<file path="src/rtl/fetch_buf_ctrl.sv">
// Fetch-packet queue between IF and ID: circular buffer of paired-instruction packets
// with an issue FSM that stalls on ibar drains and halts on exceptions until flush.
module fetch_buf_ctrl #(
    parameter int DEPTH = 8,
    parameter int PTR_W = 3
) (
    input  logic             clk,
    input  logic             rstn,
    input  logic             flush,
    input  logic             if_valid,
    output logic             if_ready,
    input  logic [31:0]      if_inst0,
    input  logic [31:0]      if_inst1,
    input  logic [31:0]      if_pc,
    input  logic [6:0]       if_exception,
    input  logic [1:0]       if_excp_flag,
    input  logic [1:0]       if_ibar_flag,
    input  logic             id_allowin,
    output logic             fifo_readygo,
    output logic [31:0]      fifo_inst0,
    output logic [31:0]      fifo_inst1,
    output logic [31:0]      fifo_pc,
    output logic [31:0]      fifo_pcAdd,
    output logic [31:0]      fifo_pc_next,
    output logic [6:0]       fifo_exception,
    output logic [1:0]       fifo_excp_flag,
    output logic [1:0]       fifo_ibar_flag,
    input  logic             ibar_done,
    output logic             ibar_wait,
    output logic             excp_halt,
    output logic             fetch_buf_empty,
    output logic             fetch_buf_full,
    output logic [PTR_W:0]   fetch_buf_count
);

    localparam logic [31:0] INST_NOP = 32'h0340_0000;
    localparam logic [31:0] PC_RESET = 32'h1C00_0000;
    localparam int          PKT_W    = 107;

    typedef enum logic [1:0] {
        RUN       = 2'd0,
        IBAR_WAIT = 2'd1,
        EXCP_HALT = 2'd2
    } state_e;

    state_e             state_q, state_d;
    logic [PTR_W-1:0]   head_q, head_d;
    logic [PTR_W-1:0]   tail_q, tail_d;
    logic [PTR_W:0]     count_q, count_d;
    logic [PKT_W-1:0]   mem_q [DEPTH];

    logic [PKT_W-1:0]   if_pkt;
    logic [PKT_W-1:0]   head_pkt;
    logic               push;
    logic               pop;

    // Packet layout: {inst0, inst1, pc, exception, excp_flag, ibar_flag}
    assign if_pkt   = {if_inst0, if_inst1, if_pc, if_exception, if_excp_flag, if_ibar_flag};
    assign head_pkt = mem_q[head_q];

    assign fetch_buf_count = count_q;
    assign fetch_buf_empty = (count_q == '0);
    assign fetch_buf_full  = (count_q == (PTR_W+1)'(DEPTH));
    assign if_ready        = !fetch_buf_full && !flush;
    assign fifo_readygo    = !fetch_buf_empty && (state_q == RUN) && !flush;
    assign push            = if_valid && if_ready;
    assign pop             = fifo_readygo && id_allowin;
    assign ibar_wait       = (state_q == IBAR_WAIT);
    assign excp_halt       = (state_q == EXCP_HALT);

    always_comb begin
        fifo_inst0     = INST_NOP;
        fifo_inst1     = INST_NOP;
        fifo_pc        = PC_RESET;
        fifo_exception = '0;
        fifo_excp_flag = '0;
        fifo_ibar_flag = '0;
        if (fifo_readygo) begin
            {fifo_inst0, fifo_inst1, fifo_pc, fifo_exception,
             fifo_excp_flag, fifo_ibar_flag} = head_pkt;
        end
        fifo_pcAdd   = fifo_pc + 32'd4;
        fifo_pc_next = fifo_pc + 32'd8;
    end

    always_comb begin
        head_d  = head_q;
        tail_d  = tail_q;
        count_d = count_q;
        state_d = state_q;
        if (flush) begin
            head_d  = '0;
            tail_d  = '0;
            count_d = '0;
            state_d = RUN;
        end else begin
            if (push) tail_d = tail_q + 1'b1;
            if (pop)  head_d = head_q + 1'b1;
            if (push && !pop)      count_d = count_q + 1'b1;
            else if (pop && !push) count_d = count_q - 1'b1;
            unique case (state_q)
                RUN: begin
                    // ibar takes precedence when a packet carries both markers
                    if (pop && (fifo_ibar_flag != '0))      state_d = IBAR_WAIT;
                    else if (pop && (fifo_excp_flag != '0)) state_d = EXCP_HALT;
                end
                IBAR_WAIT: if (ibar_done) state_d = RUN;
                EXCP_HALT: state_d = EXCP_HALT;
                default:   state_d = RUN;
            endcase
        end
    end

    always_ff @(posedge clk or negedge rstn) begin
        if (!rstn) begin
            head_q  <= '0;
            tail_q  <= '0;
            count_q <= '0;
            state_q <= RUN;
        end else begin
            head_q  <= head_d;
            tail_q  <= tail_d;
            count_q <= count_d;
            state_q <= state_d;
        end
    end

    always_ff @(posedge clk) begin
        if (push) mem_q[tail_q] <= if_pkt;
    end

endmodule

</file>
<file path="config.mk">
export PLATFORM = sky130hd
export DESIGN_NAME = fetch_buf_ctrl
export DESIGN_NICKNAME = d
export VERILOG_FILES = /design/src/rtl/fetch_buf_ctrl.sv
export SDC_FILE = /design/constraint.sdc
export NUM_CORES = 1
export LEC_CHECK = 0
export ABC_AREA = 0
export CAP_MARGIN = 20
export CELL_PAD_IN_SITES_DETAIL_PLACEMENT = 1
export CELL_PAD_IN_SITES_GLOBAL_PLACEMENT = 2
export CORE_MARGIN = 8
export CORE_UTILIZATION = 47
export CTS_BUF_LIST = sky130_fd_sc_hd__clkbuf_4
export DETAILED_ROUTE_END_ITERATION = 8
export PLACE_DENSITY_LB_ADDON = 0.1
export SLEW_MARGIN = 40
export SYNTH_ARGS = -nofsm -noshare
export SYNTH_HDL_FRONTEND = slang
export SYNTH_SLANG_ARGS = --single-unit
</file>
<file path="constraint.sdc">
create_clock -name clk -period 14.35 [get_ports clk]
set_input_delay 4.305 -clock clk [delete_from_list [all_inputs] [get_ports clk]]
set_output_delay 4.305 -clock clk [all_outputs]
set_load 0.05 [all_outputs]
</file>
==> insert_results.sql, run 1 <==
INSERT INTO impl_metrics (metric_group, metric, value, unit) VALUES
('logic_synthesis', 'simple_logic_cell_fraction_of_the_synthesized_area', '3.68', '%'),
('die', 'rows', '99', ''),
('detailed_routing', 'drt_pre_antenna_iters', '6', ''),
('timing', 'period_utilisation_layout', '94.5', '%'),
('critical_path', 'cp.required', '10.05', 'ns'),
('detailed_routing', 'detail_route.wl_per_cell', '26.1', 'um'),
('timing', 'maxSlewHeadroom', '42.8', '%'),
('detailed_routing', 'vias_per_cell', '5.51', ''),
('global_route', 'antenna_found_initial', '17', ''),
('logic_synthesis', 'syn-num-nets', '1785', ''),
('global_route', 'use_met2', '34.7', '%'),
('critical_path', 'crit_path_max_fanout', '22', ''),
('final_layout', 'layout-area-overhead-vs-synth', '20.4', '%'),
('timing', 'rsz_0062_raised_after_global_routing', 'no', ''),
('logic_synthesis', 'synth_warnings', '0', ''),
('die', 'die_x', '287', 'um'),
('die', 'core_region_area', '0.0728', 'mm2'),
('detailed_routing', 'remaining_drc_errors', '0', ''),
('logic_synthesis', 'synthesis.instances', '1665', ''),
('pwr', 'combPwrFrac', '26.9', '%'),
('outcome', 'outcome', 'finished, final reports clean', ''),
('worst_hold_path', 'min-delay-start', 'fetch_buf_count[3]$_DFFE_PN0P_', ''),
('final_layout', 'seq_area', '0.0260', 'mm2'),
('die', 'ios', '294', ''),
('worst_hold_path', 'min-delay-path-class', 'reg2reg', ''),
('global_route', 'grt_overflow_total', '0', ''),
('global_route', 'global_route.peak_usage_layer', 'met2', ''),
('detailed_routing', 'postRouteAntennaNets', '0', ''),
('placed_design', 'routabilityCongestion', '0.774', ''),
('timing', 'tightest_slew', '0.857', 'ns'),
('timing', 'hold_viol_final', '0', ''),
('clock_network', 'worst_skew_pair.late_latency', '0.96', 'ns'),
('detailed_routing', 'dr_iter_0_viols', '1049', ''),
('detailed_routing', 'vias', '17900', ''),
('critical_path', 'critical_path_launch_point', 'flush', ''),
('pwr', 'p_sw', '0.00217', 'W'),
('logic_synthesis', 'syn_area_per_cell', '20.8', 'um2'),
('clock_network', 'cts_tree', 'built', ''),
('logic_synthesis', 'post_synth_num_cell_types', '53', ''),
('timing', 'final-setup-viol-count', '0', ''),
('placed_design', 'placed_cells', '2871', ''),
('clock_network', 'postCtsSetupRepairBufs', '0', ''),
('final_layout', 'finalNetCount', '2253', ''),
('final_layout', 'layout_common_cells', 'sky130_fd_sc_hd__edfxtp_1 (856), sky130_fd_sc_hd__clkbuf_4 (319), sky130_fd_sc_hd__clkdlybuf4s50_1 (274)', ''),
('clock_network', 'cts-resized-gates', '0', ''),
('critical_path', 'arrival', '9.26', 'ns'),
('timing', 'hold_slack', '0.542', 'ns'),
('pwr', 'power-per-cell-area', '163', 'mW/mm2'),
('global_route', 'grt.total_usage', '20.6', '%'),
('placed_design', 'numPortBuffers', '293', ''),
('pwr', 'p_clk_share', '30.1', '%'),
('global_route', 'grtUsageMet1', '25.7', '%'),
('clock_network', 'cts_buffers', '219', ''),
('clock_network', 'clock-root-buffer', 'sky130_fd_sc_hd__clkbuf_4', ''),
('logic_synthesis', 'synth-seq-area-share', '75.2', '%'),
('logic_synthesis', 'adder_cell_share_of_the_synthesized_area', '0.275', '%'),
('pwr', 'power.share.switching', '32.1', '%'),
('critical_path', 'worstSetupPathType', 'in2out', ''),
('timing', 'clock_skew', '0.0579', 'ns'),
('clock_network', 'max-clock-path-buffers', '3', ''),
('logic_synthesis', 'synth_compound_gate_area_share', '2.15', '%'),
('critical_path', 'critical_path.cell_chain', 'clkdlybuf4s50_1 -> or4_4 -> a2111oi_2 -> ha_1 -> inv_1 -> nor3_1 -> nand4_1 -> nor3_2 -> xor2_1 -> clkdlybuf4s50_1', ''),
('clock_network', 'cts.sinks', '868', ''),
('final_layout', 'multi_input_comb_area', '0.00816', 'mm2'),
('logic_synthesis', 'synth-xor-area-share', '1.52', '%'),
('logic_synthesis', 'synth_flop_cell', 'sky130_fd_sc_hd__edfxtp_1', ''),
('timing', 'slew_viol_final', '0', ''),
('global_route', 'grt_util_met3', '6.21', '%'),
('die', 'floorplan.die_area', '0.0825', 'mm2'),
('global_route', 'grt_start_max_net_pins', '108', ''),
('logic_synthesis', 'synthesis.area', '0.0346', 'mm2');
-- metal layers --
metal | share of wire, % | routed length (um)
met1 | 41 | 35200
met2 | 51 | 43400
met3 | 6.1 | 5170
met4 | 1.3 | 1080
met5 | 0.12 | 106
-- cell families (layout without fill, tap and decap cells) --
logic type | Yosys count | count (layout)
AOI/OAI and AO/OA | 58 | 58
other | 0 | 9
DFF | 868 | 868
and+or+nand+nor | 264 | 264
muxes | 309 | 309
buffers and inverters | 99 | 721
xor gates and xnor gates | 60 | 60
adders and majority gates | 7 | 7
-- registers in the layout, summed over array words and instances, names as in the netlist --
register         flops
fetch_buf_count      4
head_q               3
mem_q              856
state_q              2
tail_q               3
-- layout make-up --
type / instances / share of cell area (%)
timing repair buffer: 334 / 8.23
inverter: 12 / 0.108
sequential: 868 / 62.5
tap: 959 / 2.88
clock inverter: 56 / 0.848
multi-input combinational: 698 / 19.6
antenna: 9 / 0.0541
clock buffer: 319 / 5.75
-- Yosys cell counts (all sizes together) (3+ instances only) --
cell | number | area share, %
a2111oi | 18 | 1.3
a211oi | 19 | 0.43
a21oi | 4 | 0.058
a22oi | 3 | 0.065
and2 | 4 | 0.072
buf | 54 | 0.89
clkbuf | 33 | 0.36
dfrtp | 12 | 0.87
edfxtp | 856 | 74
ha | 6 | 0.22
inv | 12 | 0.13
mux2 | 8 | 0.26
mux2i | 113 | 3.3
mux4 | 188 | 12
nand2 | 44 | 0.48
nand2b | 4 | 0.072
nand3 | 14 | 0.20
nand4 | 10 | 0.22
nor2 | 122 | 1.3
nor2b | 22 | 0.40
nor3 | 16 | 0.26
nor4 | 8 | 0.21
nor4b | 3 | 0.094
o21ai | 7 | 0.10
or2 | 6 | 0.11
or4 | 3 | 0.065
xnor2 | 35 | 0.89
xor2 | 25 | 0.63
-- final timing paths --
path	to	slack [ns]	cells past startpoint
setup / recovery	fifo_pcAdd[11]	0.79	10
hold / removal	fetch_buf_count[3]$_DFFE_PN0P_	0.54	1
setup reg to reg	fetch_buf_count[3]$_DFFE_PN0P_	10.11	12
hold reg to reg	fetch_buf_count[3]$_DFFE_PN0P_	0.54	1
max in group asynchronous	head_q[0]$_DFFE_PN0P_	10.13	1
min in group asynchronous	fetch_buf_count[0]$_DFFE_PN0P_	3.73	1
-- worst max-delay path: cells and delay by family --
kind | cells | cell delay, ns
AND/OR/NAND/NOR | 4 | 2.30
buffers and inverters | 3 | 1.55
AO/OA/AOI/OAI | 1 | 0.58
XOR/XNOR | 1 | 0.20
adder cells (fa/ha/maj) | 1 | 0.28
-- through the flow --
| stage | cell area [um2] | util (%) | total power [W] | worst slack, ns |
|---|---|---|---|---|
| final | 41600 | 57.1 | 0.00678 | 0.787 |
| after global routing | 41600 | 57.1 | 0.00707 | 0.509 |
| after CTS | 41600 | 57.1 | 0.00689 | 0.751 |
| after detailed placement | 38800 | 53.3 | 0.00482 | 0.762 |
| after global placement | 38700 | 53.2 | 0.00479 | 0.921 |
| after floorplan | 34600 | - | 0.00419 | 0.994 |
-- power by group through the flow --
stage	clock network [W]	logic, W	registers, W
floorplan	0	0.00121	0.00298
global placement	0	0.00183	0.00296
detailed placement	0	0.00185	0.00297
CTS	0.00211	0.00186	0.00292
global route	0.00222	0.00192	0.00292
finish	0.00204	0.00182	0.00291
Note: power is estimated with default switching activity, not from simulation.
==> inputs of run 2 (changes only) <==
GPL_TIMING_DRIVEN = 1   (was unset)
==> results of run 2 <==
Same layout as run 1: the final DEF is identical, and so are final timing and power.
==> inputs of run 3 (changes only) <==
CAP_MARGIN = unset   (was 20)
CTS_CLUSTER_SIZE = 14   (was unset)
clock period = 15.05 ns   (was 14.35 ns; I/O delays follow)
==> run 3 against run 2 <==
Cell count is 0.55% lower. Global-route usage is 0.12 points higher. Count of clock-buffer cells in the layout is 18 lower. Setup slack better by 0.20 ns. Via count is 0.93% lower. Critical path type unchanged.
==> insert_results.sql, run 3 (synthesis results as in run 1) <==
INSERT INTO impl_metrics (metric_group, metric, value, unit) VALUES
('outcome', 'outcome', 'finished, final reports clean', ''),
('final_layout', 'post-route-util', '56.9', '%'),
('placed_design', 'preCtsSetupSlack', '1.01', 'ns'),
('critical_path', 'worst_path_largest_cell_delay', '0.83', 'ns'),
('timing', 'tightest_slew', '0.872', 'ns'),
('global_route', 'grt_pass1_wl', '128000', 'um'),
('final_layout', 'finalNetCount', '2237', ''),
('clock_network', 'cts.sinks', '868', ''),
('detailed_routing', 'vias', '17800', ''),
('critical_path', 'worstSetupEndpoint', 'fifo_pc_next[29]', ''),
('clock_network', 'max-clock-path-buffers', '3', ''),
('timing', 'slew_viol_final', '0', ''),
('timing', 'hold_viol_final', '0', ''),
('timing', 'setup_slack', '0.991', 'ns'),
('timing', 'clock_skew', '0.0754', 'ns'),
('detailed_routing', 'finalWirelength', '85300', 'um'),
('die', 'initial_core_util', '47.5', '%'),
('timing', 'rsz_0062_raised_after_global_routing', 'no', ''),
('critical_path', 'critical_path_launch_point', 'flush', ''),
('detailed_routing', 'dr_iter_0_viols', '979', ''),
('global_route', 'antenna_found_initial', '17', ''),
('critical_path', 'worstSetupPathType', 'in2out', ''),
('clock_network', 'clock-root-buffer', 'sky130_fd_sc_hd__clkbuf_4', ''),
('clock_network', 'postCtsSetupRepairBufs', '0', ''),
('critical_path', 'crit-reg2reg-launch', 'fetch_buf_count[0]$_DFFE_PN0P_', ''),
('pwr', 'ir_worst_vdd', '0.101', 'mV'),
('placed_design', 'hpwl', '48300', 'um'),
('clock_network', 'cts_tree', 'built', ''),
('critical_path', 'cp-end-kind', 'primary output', ''),
('timing', 'period_utilisation_layout', '93.4', '%'),
('clock_network', 'cts-resized-gates', '0', ''),
('detailed_routing', 'remaining_drc_errors', '0', ''),
('global_route', 'grt_pass1_vias', '19900', ''),
('placed_design', 'placed_cells', '2859', ''),
('clock_network', 'cts.hold.buffers_added', '0', ''),
('die', 'die_x', '287', 'um'),
('global_route', 'grt_overflow_total', '0', ''),
('timing', 'final.setup.tns', '0', 'ns'),
('placed_design', 'routabilityCongestion', '0.768', ''),
('die', 'core_region_area', '0.0728', 'mm2'),
('final_layout', 'layout.cell_area.non_filler', '0.0414', 'mm2'),
('critical_path', 'cp.required', '10.54', 'ns'),
('detailed_routing', 'vias_per_cell', '5.49', ''),
('final_layout', 'filler_cell_count', '6509', ''),
('pwr', 'static-leakage-power', '12.9', 'nW'),
('final_layout', 'mostFrequentLayoutCell', 'sky130_fd_sc_hd__edfxtp_1', ''),
('timing', 'period_minus_slack', '14.06', 'ns'),
('critical_path', 'rrSetupSlack', '10.15', 'ns'),
('critical_path', 'crit_path_max_fanout', '13', ''),
('pwr', 'power-per-cell-area', '155', 'mW/mm2'),
('clock_network', 'cts.reportedPaths.clkPinSlew', '0.06', 'ns'),
('final_layout', 'number_of_flip_flops_in_the_largest_register', '856', ''),
('final_layout', 'register_with_the_highest_flop_count', 'mem_q', ''),
('final_layout', 'layout.cells.non_filler', '3237', ''),
('die', 'ios', '294', ''),
('global_route', 'grt_start_max_net_pins', '126', ''),
('final_layout', 'layout-area-overhead-vs-synth', '19.8', '%'),
('die', 'rows', '99', ''),
('critical_path', 'critical_path.cell_chain', 'clkdlybuf4s50_1 -> or4_4 -> a2111oi_2 -> ha_1 -> inv_1 -> nor3_1 -> nand4_1 -> nor4_4 -> nand3_1 -> xnor2_1 -> clkdlybuf4s50_1', ''),
('die', 'floorplan.die.height', '287', 'um'),
('run', 'max_cap_violations', '0', ''),
('timing', 'fmax', '71.1', 'MHz'),
('critical_path', 'critPathMostFrequentCell', 'sky130_fd_sc_hd__clkdlybuf4s50_1', ''),
('timing', 'final-setup-viol-count', '0', ''),
('clock_network', 'ctsHtreeMaxLevel', '4', ''),
('placed_design', 'dpl-instance-area', '0.0387', 'mm2'),
('final_layout', 'post_route_cells_drive_above_1_share', '26.5', '%'),
('timing', 'maxSlewHeadroom', '41.9', '%'),
('global_route', 'grt.total_usage', '20.7', '%'),
('final_layout', 'layout_common_cells', 'sky130_fd_sc_hd__edfxtp_1 (856), sky130_fd_sc_hd__clkbuf_4 (301), sky130_fd_sc_hd__clkdlybuf4s50_1 (284)', ''),
('critical_path', 'arrival', '9.54', 'ns'),
('die', 'floorplan.die_area', '0.0825', 'mm2'),
('clock_network', 'worst_skew_pair.late_latency', '1.02', 'ns'),
('critical_path', 'worst_r2r_path_depth', '13', ''),
('detailed_routing', 'postRouteAntennaNets', '0', ''),
('critical_path', 'element_type_at_the_critical_path_start', 'primary input', ''),
('placed_design', 'numPortBuffers', '293', ''),
('critical_path', 'cp_slowest_cell', 'sky130_fd_sc_hd__clkdlybuf4s50_1', ''),
('critical_path', 'critical_path.reg2reg.endpoint', 'fetch_buf_count[3]$_DFFE_PN0P_', ''),
('detailed_routing', 'drt_pre_antenna_iters', '6', ''),
('worst_hold_path', 'min-delay-path-class', 'reg2reg', ''),
('clock_network', 'cts_buffers', '215', ''),
('detailed_routing', 'detail_route.wl_per_cell', '26.3', 'um');
[run 3: changes by cell type in the layout (fill, tap and decap cells not counted), moves of 2 or more]
cell / change
sky130_fd_sc_hd__inv_2: -2
sky130_fd_sc_hd__clkbuf_4: -18
sky130_fd_sc_hd__clkinvlp_4: -2
sky130_fd_sc_hd__inv_8: +4
sky130_fd_sc_hd__buf_12: -9
sky130_fd_sc_hd__clkinv_1: +7
sky130_fd_sc_hd__clkdlybuf4s50_1: +10
sky130_fd_sc_hd__clkinv_4: +2
sky130_fd_sc_hd__buf_6: +3
sky130_fd_sc_hd__buf_4: -16
[run 3: metal layers]
layer  part of all wire, %  global-route usage, %  routed length [um]
met1                    42                   26.1               35700
met3                   6.3                   6.56                5370
met5                 0.091                      0                  78
met2                    50                   34.2               42400
met4                   2.0                   6.57                1730
[run 3: per-stage QoR]
step	total power [W]	hold slack [ns]
2_1_floorplan	0.00399	0.483
3_3_place_gp	0.00455	0.534
3_5_place_dp	0.00457	0.544
4_1_cts	0.00651	0.552
5_1_grt	0.00668	0.577
6_report	0.00640	0.542
[run 3: area by class of cell]
class,count,area [um2],share of cell area (%)
multi-input cells,698,8170,19.7
inverters,12,45.0,0.109
diodes,10,25.0,0.0604
well taps,959,1200,2.90
flip-flops and latches,868,26000,62.8
repair buffers,322,3270,7.90
clock buffers,301,2260,5.46
clock inverters,67,419,1.01
[run 3: critical path, delay by kind of cell]
family	cells	cell delay, ns
buf+inv	3	1.55
simple gates	5	2.43
fa+ha+maj	1	0.29
xor+xnor	1	0.18
compound gates	1	0.55
[run 3: power breakdown]
group	total [W]	switching [W]	leakage [nW]	internal (W)
logic	0.00171	0.00112	3.41	0.000589
clock network	0.00191	0.000931	1.58	0.000979
registers	0.00278	0.0000410	7.88	0.00274
[run 3: worst min path at each step]
stage                                    from                              to  slack (ns)  cells past startpoint
4_1_cts        fetch_buf_count[3]$_DFFE_PN0P_  fetch_buf_count[3]$_DFFE_PN0P_        0.55                      1
6_report       fetch_buf_count[3]$_DFFE_PN0P_  fetch_buf_count[3]$_DFFE_PN0P_        0.54                      1
3_5_place_dp   fetch_buf_count[3]$_DFFE_PN0P_  fetch_buf_count[3]$_DFFE_PN0P_        0.54                      1
3_3_place_gp   fetch_buf_count[3]$_DFFE_PN0P_  fetch_buf_count[3]$_DFFE_PN0P_        0.53                      1
2_1_floorplan          state_q[1]$_DFFE_PN0P_          state_q[0]$_DFFE_PN0P_        0.48                      1
5_1_grt        fetch_buf_count[3]$_DFFE_PN0P_  fetch_buf_count[3]$_DFFE_PN0P_        0.58                      1
